$ cat src/rtl/ifu_fetch.sv
// ============================================================================
// Module   : ifu_fetch
// Brief    : Instruction fetch unit. Owns the PC and fetches one 32-bit word
//            at a time over a req/gnt/rvalid handshake. Each word is held with
//            its PC until downstream consumes it and returns the next PC.
//            Optional macro IFU_TIMEOUT_EN adds a WAIT timeout, a terminal ERR
//            state and a sticky fetch_err flag.
// Revision : 1.0 - initial release
// ============================================================================
`default_nettype none

module ifu_fetch #(
    parameter logic [31:0] RESET_PC = 32'h8000_0000,
    parameter logic [7:0]  TIMEOUT  = 8'd255
) (
    input  logic        clk,
    input  logic        rst,
    output logic        mem_req,
    output logic [31:0] mem_addr,
    input  logic        mem_gnt,
    input  logic        mem_rvalid,
    input  logic [31:0] mem_rdata,
    output logic        inst_valid,
    output logic [31:0] inst,
    output logic [31:0] inst_pc,
    input  logic        inst_ready,
    input  logic [31:0] next_pc,
    input  logic        redirect_valid,
    input  logic [31:0] redirect_pc,
    output logic        fetch_err
);

    typedef enum logic [2:0] {
        S_IDLE  = 3'd0,
        S_REQ   = 3'd1,
        S_WAIT  = 3'd2,
        S_VALID = 3'd3
`ifdef IFU_TIMEOUT_EN
        , S_ERR = 3'd4
`endif
    } state_t;

    // PCs are word aligned, so only bits [31:2] are stored.
    state_t      state_q, state_d;
    logic [31:2] pc_q, pc_d;
    logic [31:0] inst_q, inst_d;
    logic [31:2] inst_pc_q, inst_pc_d;
    logic        kill_q, kill_d;

`ifdef IFU_TIMEOUT_EN
    logic [7:0]  cnt_q, cnt_d;
    logic        err_q, err_d;
    logic [7:0]  w_cnt_inc;
    assign w_cnt_inc = cnt_q + 8'd1;
`endif

    // Low PC bits are discarded by alignment; TIMEOUT only matters with the timeout option.
    logic w_unused;
    assign w_unused = ^{next_pc[1:0], redirect_pc[1:0], TIMEOUT};

    // State and datapath registers.
    always_ff @(posedge clk or negedge rst) begin
        if (!rst) begin
            state_q   <= S_IDLE;
            pc_q      <= RESET_PC[31:2];
            inst_q    <= 32'd0;
            inst_pc_q <= RESET_PC[31:2];
            kill_q    <= 1'b0;
`ifdef IFU_TIMEOUT_EN
            cnt_q     <= 8'd0;
            err_q     <= 1'b0;
`endif
        end else begin
            state_q   <= state_d;
            pc_q      <= pc_d;
            inst_q    <= inst_d;
            inst_pc_q <= inst_pc_d;
            kill_q    <= kill_d;
`ifdef IFU_TIMEOUT_EN
            cnt_q     <= cnt_d;
            err_q     <= err_d;
`endif
        end
    end

    // Next-state logic; a redirect overrides every other event in the cycle.
    always_comb begin
        state_d   = state_q;
        pc_d      = pc_q;
        inst_d    = inst_q;
        inst_pc_d = inst_pc_q;
        kill_d    = kill_q;
`ifdef IFU_TIMEOUT_EN
        cnt_d     = cnt_q;
        err_d     = err_q;
`endif
        case (state_q)
            S_IDLE: state_d = S_REQ;
            S_REQ: begin
                if (mem_gnt) begin
                    // A redirect alongside a grant leaves one stale response to discard.
                    state_d = S_WAIT;
                    kill_d  = redirect_valid;
`ifdef IFU_TIMEOUT_EN
                    cnt_d   = 8'd0;
`endif
                end
            end
            S_WAIT: begin
                if (redirect_valid) begin
                    if (mem_rvalid) begin
                        state_d = S_REQ;
                        kill_d  = 1'b0;
                    end else begin
                        kill_d  = 1'b1;
                    end
                end else if (mem_rvalid) begin
                    if (kill_q) begin
                        state_d = S_REQ;
                        kill_d  = 1'b0;
                    end else begin
                        inst_d    = mem_rdata;
                        inst_pc_d = pc_q;
                        state_d   = S_VALID;
                    end
                end
`ifdef IFU_TIMEOUT_EN
                if (!mem_rvalid) begin
                    cnt_d = w_cnt_inc;
                    if (!redirect_valid && (w_cnt_inc == TIMEOUT)) begin
                        state_d = S_ERR;
                        err_d   = 1'b1;
                    end
                end
`endif
            end
            S_VALID: begin
                if (redirect_valid) begin
                    state_d = S_REQ;
                end else if (inst_ready) begin
                    pc_d    = next_pc[31:2];
                    state_d = S_REQ;
                end
            end
`ifdef IFU_TIMEOUT_EN
            S_ERR: state_d = S_ERR;
`endif
            default: state_d = S_IDLE;
        endcase
        if (redirect_valid) begin
            pc_d = redirect_pc[31:2];
        end
    end

    assign mem_req    = (state_q == S_REQ);
    assign mem_addr   = {pc_q, 2'b00};
    assign inst_valid = (state_q == S_VALID);
    assign inst       = inst_q;
    assign inst_pc    = {inst_pc_q, 2'b00};
`ifdef IFU_TIMEOUT_EN
    assign fetch_err  = err_q;
`else
    assign fetch_err  = 1'b0;
`endif

endmodule

`default_nettype wire
$ cat config.mk
export PLATFORM = sky130hd
export DESIGN_NAME = ifu_fetch
export DESIGN_NICKNAME = d
export VERILOG_FILES = /design/src/rtl/ifu_fetch.sv
export SDC_FILE = /design/constraint.sdc
export NUM_CORES = 1
export LEC_CHECK = 0
export ABC_AREA = 1
export CAP_MARGIN = 10
export CORE_ASPECT_RATIO = 1.75
export CORE_MARGIN = 2
export CORE_UTILIZATION = 25
export CTS_BUF_LIST = sky130_fd_sc_hd__clkbuf_4 sky130_fd_sc_hd__clkbuf_8
export DETAILED_ROUTE_END_ITERATION = 8
export HOLD_SLACK_MARGIN = 0.08
export PLACE_DENSITY = 0.63
export SLEW_MARGIN = 10
export SYNTH_ARGS = -nofsm -noshare
export SYNTH_HDL_FRONTEND = slang
export SYNTH_SLANG_ARGS = --single-unit
$ cat constraint.sdc
create_clock -name clk -period 2.76 [get_ports clk]
set_clock_uncertainty 0.1 [all_clocks]
set_input_delay 0.276 -clock clk [delete_from_list [all_inputs] [get_ports clk]]
set_output_delay 0.276 -clock clk [all_outputs]
set_load 0.005 [all_outputs]
# ---- Word-level counts from Yosys, hierarchy flattened
# Index checks and enable logic that the tools add are counted.
dict set report classes {
  eq_ne 7
  mux 16
  n_bitwise 2
  n_reduce_logical 8
}
# op count
set ops {}
lappend ops {{two-way mux 30 bit} 3}
lappend ops {{two-way mux 3 bit} 6}
lappend ops {{one-hot mux 3 bit (4 select lines)} 1}
lappend ops {{== test 3 x 2 -> 1 bit (second input constant)} 2}
lappend ops {{AND reduction 3 bit} 2}
lappend ops {{nonzero test 2 bit} 3}
lappend ops {{two-way mux 1 bit} 4}
lappend ops {{AND reduction 4 bit} 1}
lappend ops {{== test 3 x 1 -> 1 bit (second input constant)} 1}
lappend ops {{logical NOT 3 bit} 1}
lappend ops {{inequality test 3 x 1 -> 1 bit (second input constant)} 1}
lappend ops {{inequality test 3 bit (second input constant)} 1}
lappend ops {{two-way mux 2 bit} 1}
lappend ops {{inequality test 2 x 1 -> 1 bit (second input constant)} 1}
lappend ops {{inequality test 2 bit (second input constant)} 1}
lappend ops {{NOT 1 bit} 2}
lappend ops {{one-hot mux 1 bit (2 select lines)} 1}
lappend ops {{AND reduction 2 bit} 1}
dict set report word_totals {
  reg_bits 96
  inputBits 102
  output_inout_bits 99
  elab_cells 38
}

# ---- Depth between registers and ports, before layout
# Gate-level depths: netlist (run 1).
dict set report depth {
  word_depth 4
  ltp_mapped 7
  mapped_depth_nobuf 6
}

# ---- Worst setup path before layout (run 1)
# No wires, ideal clock.
dict set report synth_path {
  path_kind {reg2reg}
  startpoint {reg state_q[1]}
  endpoint {reg inst_q[21], in the netlist inst[21]}
  setup_time_ns 0.130
  arrival_time_ns 1.028
  required_ns 2.530
  slack_ns 1.502
  path_stages_with_launch 8
  path_buffers 2
  synth_period_minus_slack_ns 1.258
  path_cell_list {dfrtp_1 -> inv_2 -> nor2_4 -> nand3_4 -> buf_6 -> buf_6 -> nand2_1 -> o21ai_1}
}
dict set report synth_between {
  elab_chain_cells 2
}
# element line_no
set synth_rtl {}
lappend synth_rtl {{start, declared} 44} ;# state_t state_q, state_d;
lappend synth_rtl {{start signal, assigned} 74} ;# state_q <= state_d;
lappend synth_rtl {{== test 3 x 2 -> 1 bit} 97} ;# case (state_q)
lappend synth_rtl {{AND reduction 4 bit (no line)} --}
lappend synth_rtl {{end signal, assigned} 76} ;# inst_q <= inst_d;
lappend synth_rtl {{end, declared} 46} ;# logic [31:0] inst_q, inst_d;
# No other way between the ends.
# A chain may end at the register's enable or synchronous reset.

# ---- Final worst setup path (run 1)
dict set report layout_path {
  startpoint {reg state_q[1]}
  endpoint {reg pc_q[28] (netlist bit)}
}
dict set report layout_between {
  elab_chain_cells 3
}
# element line_no
set layout_rtl {}
lappend layout_rtl {{== test 3 x 2 -> 1 bit} 97}
lappend layout_rtl {{nonzero test 2 bit (no line)} --}
lappend layout_rtl {{AND reduction 2 bit (no line)} --}
lappend layout_rtl {{end signal, assigned} 65} ;# pc_q <= RESET_PC[31:2];
lappend layout_rtl {{end signal, assigned} 75} ;# pc_q <= pc_d;
lappend layout_rtl {{end, declared} 45} ;# logic [31:2] pc_q, pc_d;
# No other way between the ends.

==> results of run 1 <==
==> metrics by stage <==
stage | power (mW) | hold WS [ns]
detailed placement | 4.422 | 0.1893
floorplan | 2.962 | -0.1196
global placement | 4.375 | 0.1801
CTS | 5.480 | 0.3153
global route | 5.775 | 0.3387
finish | 5.369 | 0.3166
==> path summary, 6_finish.rpt <==
path	from	endpoint	slack, ns	depth (start not counted)
worst max-delay path	state_q[1]	pc_q[28]	0.74	5
worst min-delay path	rst	kill_q	0.32	2
worst max register to register	state_q[1]	pc_q[28]	0.74	5
worst min register to register	inst_pc_q[31]	inst_pc_q[31]	0.38	2
max in group asynchronous	rst	inst_pc_q[31]	1.52	3
min in group clk	mem_rdata[8]	inst[8]	0.34	3
==> worst max-delay path: cells and delay by family (launching register included) <==
family	cells	cell delay [ns]
AND/OR/NAND/NOR	2	0.23
flip-flops	1	0.44
AO/OA/AOI/OAI	2	0.84
buffers and inverters	1	0.33
==> cell type report <==
class	instances	area, um^2
clock buffers	10	131.4
clock inverters	6	83.83
fillers	1697	9876
inverters	70	262.8
multi-input cells	304	1308
flip-flops and latches	95	2380
well taps	192	240.2
repair buffers	199	2009
==> power breakdown <==
part	total (mW)	leakage [nW]	internal, mW	switching, mW
Combinational	2.14	1.79	1.30	0.841
Clock	1.02	0.114	0.519	0.500
Sequential	2.21	1.19	1.93	0.282
==> repair_timing <==
action	CTS	global route
hold buffers	1	0
setup buffers	0	0
hold endpoints to repair	37	0
resized for setup	0	0
==> per-layer routing <==
metal	vias up	global-route usage	part of all wire
met5	-	0	0
li1	1860	-	-
met2	107	0.2481	0.54
met4	0	0.07658	0.039
met1	1602	0.1492	0.38
met3	24	0.02211	0.048
==> cell families (layout without fill, tap and decap cells) <==
family	count (synthesis)	after routing
simple gates	206	206
buf+inv	101	285
flops	95	95
compound gates	93	93
other cells	1	5
==> sequential cells by signal (all words and copies together), names as in the netlist <==
| name | cells |
|---|---|
| inst | 32 |
| pc_q | 30 |
| state_q | 2 |
| inst_pc_q | 30 |
| kill_q | 1 |
==> cells in the final DEF, fill, tap and decap left out <==
cell             Yosys  final
bufinv_16            0      2
o21ai_4              0      1
o21ai_1             62     62
clkinv_2             0      3
nor2_4               1      1
clkdlybuf4s50_1      0    190
inv_1               69     69
nand3_1              4      4
conb_1               1      5
dfstp_2              2      2
o21ai_0             28     28
dfrtp_1             93     93
nor2_1               2      2
nand3_4              1      1
and2_1               1      1
nand2_1            196    196
nor2_2               1      1
inv_2                1      1
o21ai_2              3      2
buf_12               0      3
inv_6                0      1
buf_4                5      5
dlygate4sd3_1        0      1
clkbuf_8             0      9
clkbuf_4             0      1
==> flow_metrics.py, run 1 <==
metrics = {
    "outcome": {
        "status": "completed",
    },
    "logic_synthesis": {
        "synth-simple-area-share": 0.1946,
        "synth_top_area_frac": 0.5628,
        "yosysTopAreaCell": "dfrtp_1",
        "synth_area_mm2": 0.004135,
        "postSynthAreaPerCell_um2": 8.337,
        "synth_mux_area_frac": 0,
        "synth_edf_count": 0,
        "yosysSeqAreaShare": 0.5755,
        "synthAdderAreaFrac": 0,
        "syn_inst": 496,
        "yosys.cell_count.top_type": "nand2_1",
        "async_flop_share": 1.000,
        "ys_types": 19,
        "yosys-top-cells-area": "dfrtp_1 56%, nand2_1 18%, o21ai_1 7.5%",
        "synthXorXnorAreaFrac": 0,
        "synth_common_cells": "196 x nand2_1, 93 x dfrtp_1, 69 x inv_1",
        "synth_compound_gate_area_share": 0.1153,
        "synth_ff_type": "dfrtp_1",
        "yosysWarnings": 0,
        "synth_seq_cells": 95,
        "synth_top_family_by_area": "simple AND/OR/NAND/NOR gates",
    },
    "setup_path": {
        "crit_type": "register to register",
        "crit_chain": "nand2_1 -> o21ai_4 -> buf_4 -> nand2_1 -> o21ai_0",
        "crit_path_end_kind": "register",
        "worstPathArrival_ns": 2.22,
        "path_common_cell": "nand2_1",
        "required_ns": 2.96,
        "slowest_delay_ns": 0.77,
        "slowest_stage": "o21ai_4",
        "startpoint_type": "register",
        "cp_max_fo": 45,
    },
    "sta": {
        "fin_crit_sh": 0.7312,
        "max_clock_freq_mhz": 495.5,
        "relSlewSlack": 0.3499,
        "setup_viol": 0,
        "worst_pin_slew_ns": 0.9714,
        "setup_tns_ns": 0,
        "setup_ws_ns": 0.7420,
        "timing.final.crit_period_ns": 2.018,
        "hold_viol_final": 0,
        "slew_viol_final": 0,
        "rsz0062_at_grt": "no",
    },
    "global_route": {
        "grtUsageTotal": 0.1379,
        "grt_first_pass_wirelength_um": 18610,
        "antenna_found_initial": 0,
        "grt_max_degree": 59,
        "grt_overflow": 0,
        "first_global_vias": 3624,
    },
    "layout": {
        "nNetsFinal": 781,
        "drive_gt1_frac": 0.04825,
        "final_area_mm2": 0.006415,
        "stdcell_count": 876,
        "n_antenna_cell": 0,
        "final_util": 0.3938,
        "area_delta_synth_final_pct": 55.13,
    },
    "placement": {
        "routabilityCongestion": 0.7623,
        "dpl.cell_count": 859,
        "dpl_worst_slack_ns": 0.4289,
        "post_dp_cell_area_mm2": 0.006190,
        "portBuffers": 191,
        "hpwl_um": 8703,
    },
    "clock_tree": {
        "clockBufferDepth": 2,
        "cts_tree": "done",
        "clock-sinks": 95,
        "cts_htree_levels": 3,
        "clkTransAtPathRegs_ns": 0.09,
        "cts-root-buf": "clkbuf_8",
        "cts_buffers": 9,
        "insertion_delay_ns": 0.37,
    },
    "die": {
        "die_w_um": 101.2,
        "rows": 62,
        "start_util": 0.2538,
        "coreArea_mm2": 0.01629,
        "die_area_mm2": 0.01763,
        "io_pins": 201,
        "die_height_um": 174.1,
    },
    "power_and_ir_drop": {
        "max-vdd-ir-drop_mv": 0.2741,
        "powerDensity_mw_per_mm2": 837.0,
        "leakage_nw": 3.103,
    },
    "routing": {
        "wl_per_cell_um": 13.24,
        "drc": 0,
        "via_per_inst": 4.102,
        "ant_nets": 0,
        "drt_wl_total_um": 11590,
        "drt_iter0_markers": 127,
        "vias": 3593,
        "drt_first_pass_iters": 4,
    },
    "worst_hold_path": {
        "hp-class": "primary input to async pin",
    },
    "run": {
        "maxCapViolations": 0,
    },
}
Note: power is estimated with default switching activity, not from simulation.
==> inputs of run 2 (changes only) <==
--- a/config.mk
+++ b/config.mk
@@ -13,7 +13,7 @@
 export CTS_BUF_LIST = sky130_fd_sc_hd__clkbuf_4 sky130_fd_sc_hd__clkbuf_8
 export DETAILED_ROUTE_END_ITERATION = 8
 export HOLD_SLACK_MARGIN = 0.08
-export PLACE_DENSITY = 0.63
+export PLACE_DENSITY = 0.65
 export SLEW_MARGIN = 10
 export SYNTH_ARGS = -nofsm -noshare
 export SYNTH_HDL_FRONTEND = slang
==> constraint.sdc (replaced) <==
create_clock -name clk -period 1.75 [get_ports clk]
set_clock_uncertainty 0.1 [all_clocks]
set_input_delay 0.175 -clock clk [delete_from_list [all_inputs] [get_ports clk]]
set_output_delay 0.175 -clock clk [all_outputs]
set_load 0.005 [all_outputs]
==> run 2 against run 1 <==
Net effect:
- worst setup slack worse by 0.55 ns
- power up 59%
- hold slack lost 0.080 ns
- routed wire length decreased by 1.3%
- clock power increased by 59%
- combinational power increased by 59%
- via count grew 1.4%
- clock-buffer cell count grew 3
- critical path depth is 4 lower
- sequential cell count unchanged
- final cell count increased by 0.57%
- highest routed layer unchanged
==> flow_metrics.py, run 2 (synthesis gave the netlist of run 1 again) <==
metrics = {
    "clock_tree": {
        "cts_htree_levels": 3,
        "cts_buffers": 9,
        "cts_tree": "done",
        "clock-sinks": 95,
        "cts-root-buf": "clkbuf_8",
        "clockBufferDepth": 2,
        "clkTransAtPathRegs_ns": 0.10,
        "insertion_delay_ns": 0.36,
    },
    "routing": {
        "via_per_inst": 4.134,
        "drt_first_pass_iters": 4,
        "wl_per_cell_um": 12.99,
        "vias": 3642,
        "drt_wl_total_um": 11450,
        "drc": 0,
        "ant_nets": 0,
        "drt_iter0_markers": 149,
    },
    "layout": {
        "nNetsFinal": 786,
        "drive_gt1_frac": 0.05806,
        "n_antenna_cell": 0,
        "final_cell_mix": "195 x nand2_1, 186 x clkdlybuf4s50_1, 92 x dfrtp_1",
        "largest_reg_flops": 32,
        "stdcell_count": 881,
        "area_delta_synth_final_pct": 57.22,
        "final_common_cell": "nand2_1",
        "final_area_mm2": 0.006501,
        "fill_cells": 1658,
    },
    "worst_hold_path": {
        "hold_start": "mem_rdata[21]",
        "hold_end": "inst[21]",
        "worst_hold_path.num_cells": 3,
        "hp-class": "primary input to register",
    },
    "die": {
        "die_height_um": 174.1,
        "rows": 62,
        "coreArea_mm2": 0.01629,
        "io_pins": 201,
        "die_area_mm2": 0.01763,
        "die_w_um": 101.2,
        "start_util": 0.2538,
    },
    "placement": {
        "post_dp_cell_area_mm2": 0.006237,
        "portBuffers": 191,
        "hpwl_um": 8639,
        "routabilityCongestion": 0.8145,
        "dpl.cell_count": 862,
    },
    "global_route": {
        "antenna_found_initial": 0,
        "gr-usage-met1": 0.1471,
        "grtUsageMet2": 0.2379,
        "grt_first_pass_wirelength_um": 18270,
        "gr-max-usage-layer": "met2",
        "use_met3": 0.02855,
        "first_global_vias": 3520,
        "grtUsageTotal": 0.1348,
        "grt_max_degree": 73,
        "grt_overflow": 0,
    },
    "setup_path": {
        "crit_path_end_kind": "output port",
        "r2r_start": "state_q[0]",
        "r2r_cells": 6,
        "crit_chain": "clkdlybuf4s50_1",
        "required_ns": 1.47,
        "startpoint_type": "register",
        "critPathBufInv": 1,
        "crit_type": "register to output port",
        "cp-startpoint": "inst_pc_q[2]",
        "regToRegEndpoint": "inst[30]",
        "reg2reg_setup_slack_ns": 0.31,
        "slowest_delay_ns": 0.58,
        "critPathTopFamily": "buffers and inverters",
        "crit_cells": 1,
        "cp_max_fo": 2,
        "slowest_stage": "clkdlybuf4s50_1",
        "worstPathArrival_ns": 1.29,
    },
    "power_and_ir_drop": {
        "powerDensity_mw_per_mm2": 1309,
        "leakage_nw": 3.158,
        "max-vdd-ir-drop_mv": 0.4935,
    },
    "sta": {
        "setup_viol": 0,
        "rsz0062_at_grt": "no",
        "timing.final.crit_period_ns": 1.562,
        "hold_viol_final": 0,
        "max_clock_freq_mhz": 640.0,
        "setup_tns_ns": 0,
        "slew_viol_final": 0,
        "fin_crit_sh": 0.8928,
    },
    "run": {
        "maxCapViolations": 0,
    },
    "outcome": {
        "status": "completed",
    },
}
[run 2: layout make-up]
| class | instances | area, um^2 | area share |
|---|---|---|---|
| well taps | 192 | 240.2 | 0.03695 |
| clock inverters | 3 | 47.55 | 0.007313 |
| clock buffers | 13 | 178.9 | 0.02752 |
| inverters | 70 | 262.8 | 0.04042 |
| flip-flops and latches | 95 | 2381 | 0.3662 |
| repair buffers | 204 | 2073 | 0.3189 |
| multi-input cells | 304 | 1318 | 0.2027 |
[run 2: how the worst max path moves through the flow]
| stage | endpoint | slack (ns) |
|---|---|---|
| final | inst_pc[2] | 0.19 |
| after detailed placement | pc_q[29] | 0.09 |
| after global routing | inst_pc[14] | 0.12 |
| after floorplan | inst[21] | 0.49 |
| after CTS | mem_addr[31] | 0.002 |
| after global placement | pc_q[22] | 0.09 |
[run 2: timing repair]
item                                    CTS  global route
endpoints found under the setup margin    3             1
hold endpoints to repair                 95             0
hold buffers                              2             0
buffers inserted                          1             0
gates resized for setup                   7             1
[run 2: routing by layer]
metal / vias to the layer above / part of all wire
li1: 1878 / -
met1: 1621 / 0.38
met2: 119 / 0.53
met3: 24 / 0.045
met4: 0 / 0.046
met5: - / 0
[run 2: per-stage QoR]
| stage | power, mW | utilization | hold WS (ns) | worst slack, ns |
|---|---|---|---|---|
| 3_3_place_gp | 6.910 | 0.3829 | -0.05533 | 0.09369 |
| 5_1_grt | 9.184 | 0.3991 | 0.2259 | 0.1222 |
| 6_report | 8.511 | 0.3991 | 0.2366 | 0.1875 |
| 4_1_cts | 8.692 | 0.3989 | 0.2087 | 0.001947 |
| 2_1_floorplan | 4.671 | - | -0.2206 | 0.4915 |
| 3_5_place_dp | 6.988 | 0.3829 | -0.05706 | 0.09066 |
[run 2: where the power goes]
group | internal (mW) | leakage, nW | total [mW] | switching, mW
Clock | 0.826 | 0.116 | 1.62 | 0.794
Combinational | 2.07 | 1.85 | 3.40 | 1.33
Sequential | 3.04 | 1.19 | 3.49 | 0.448
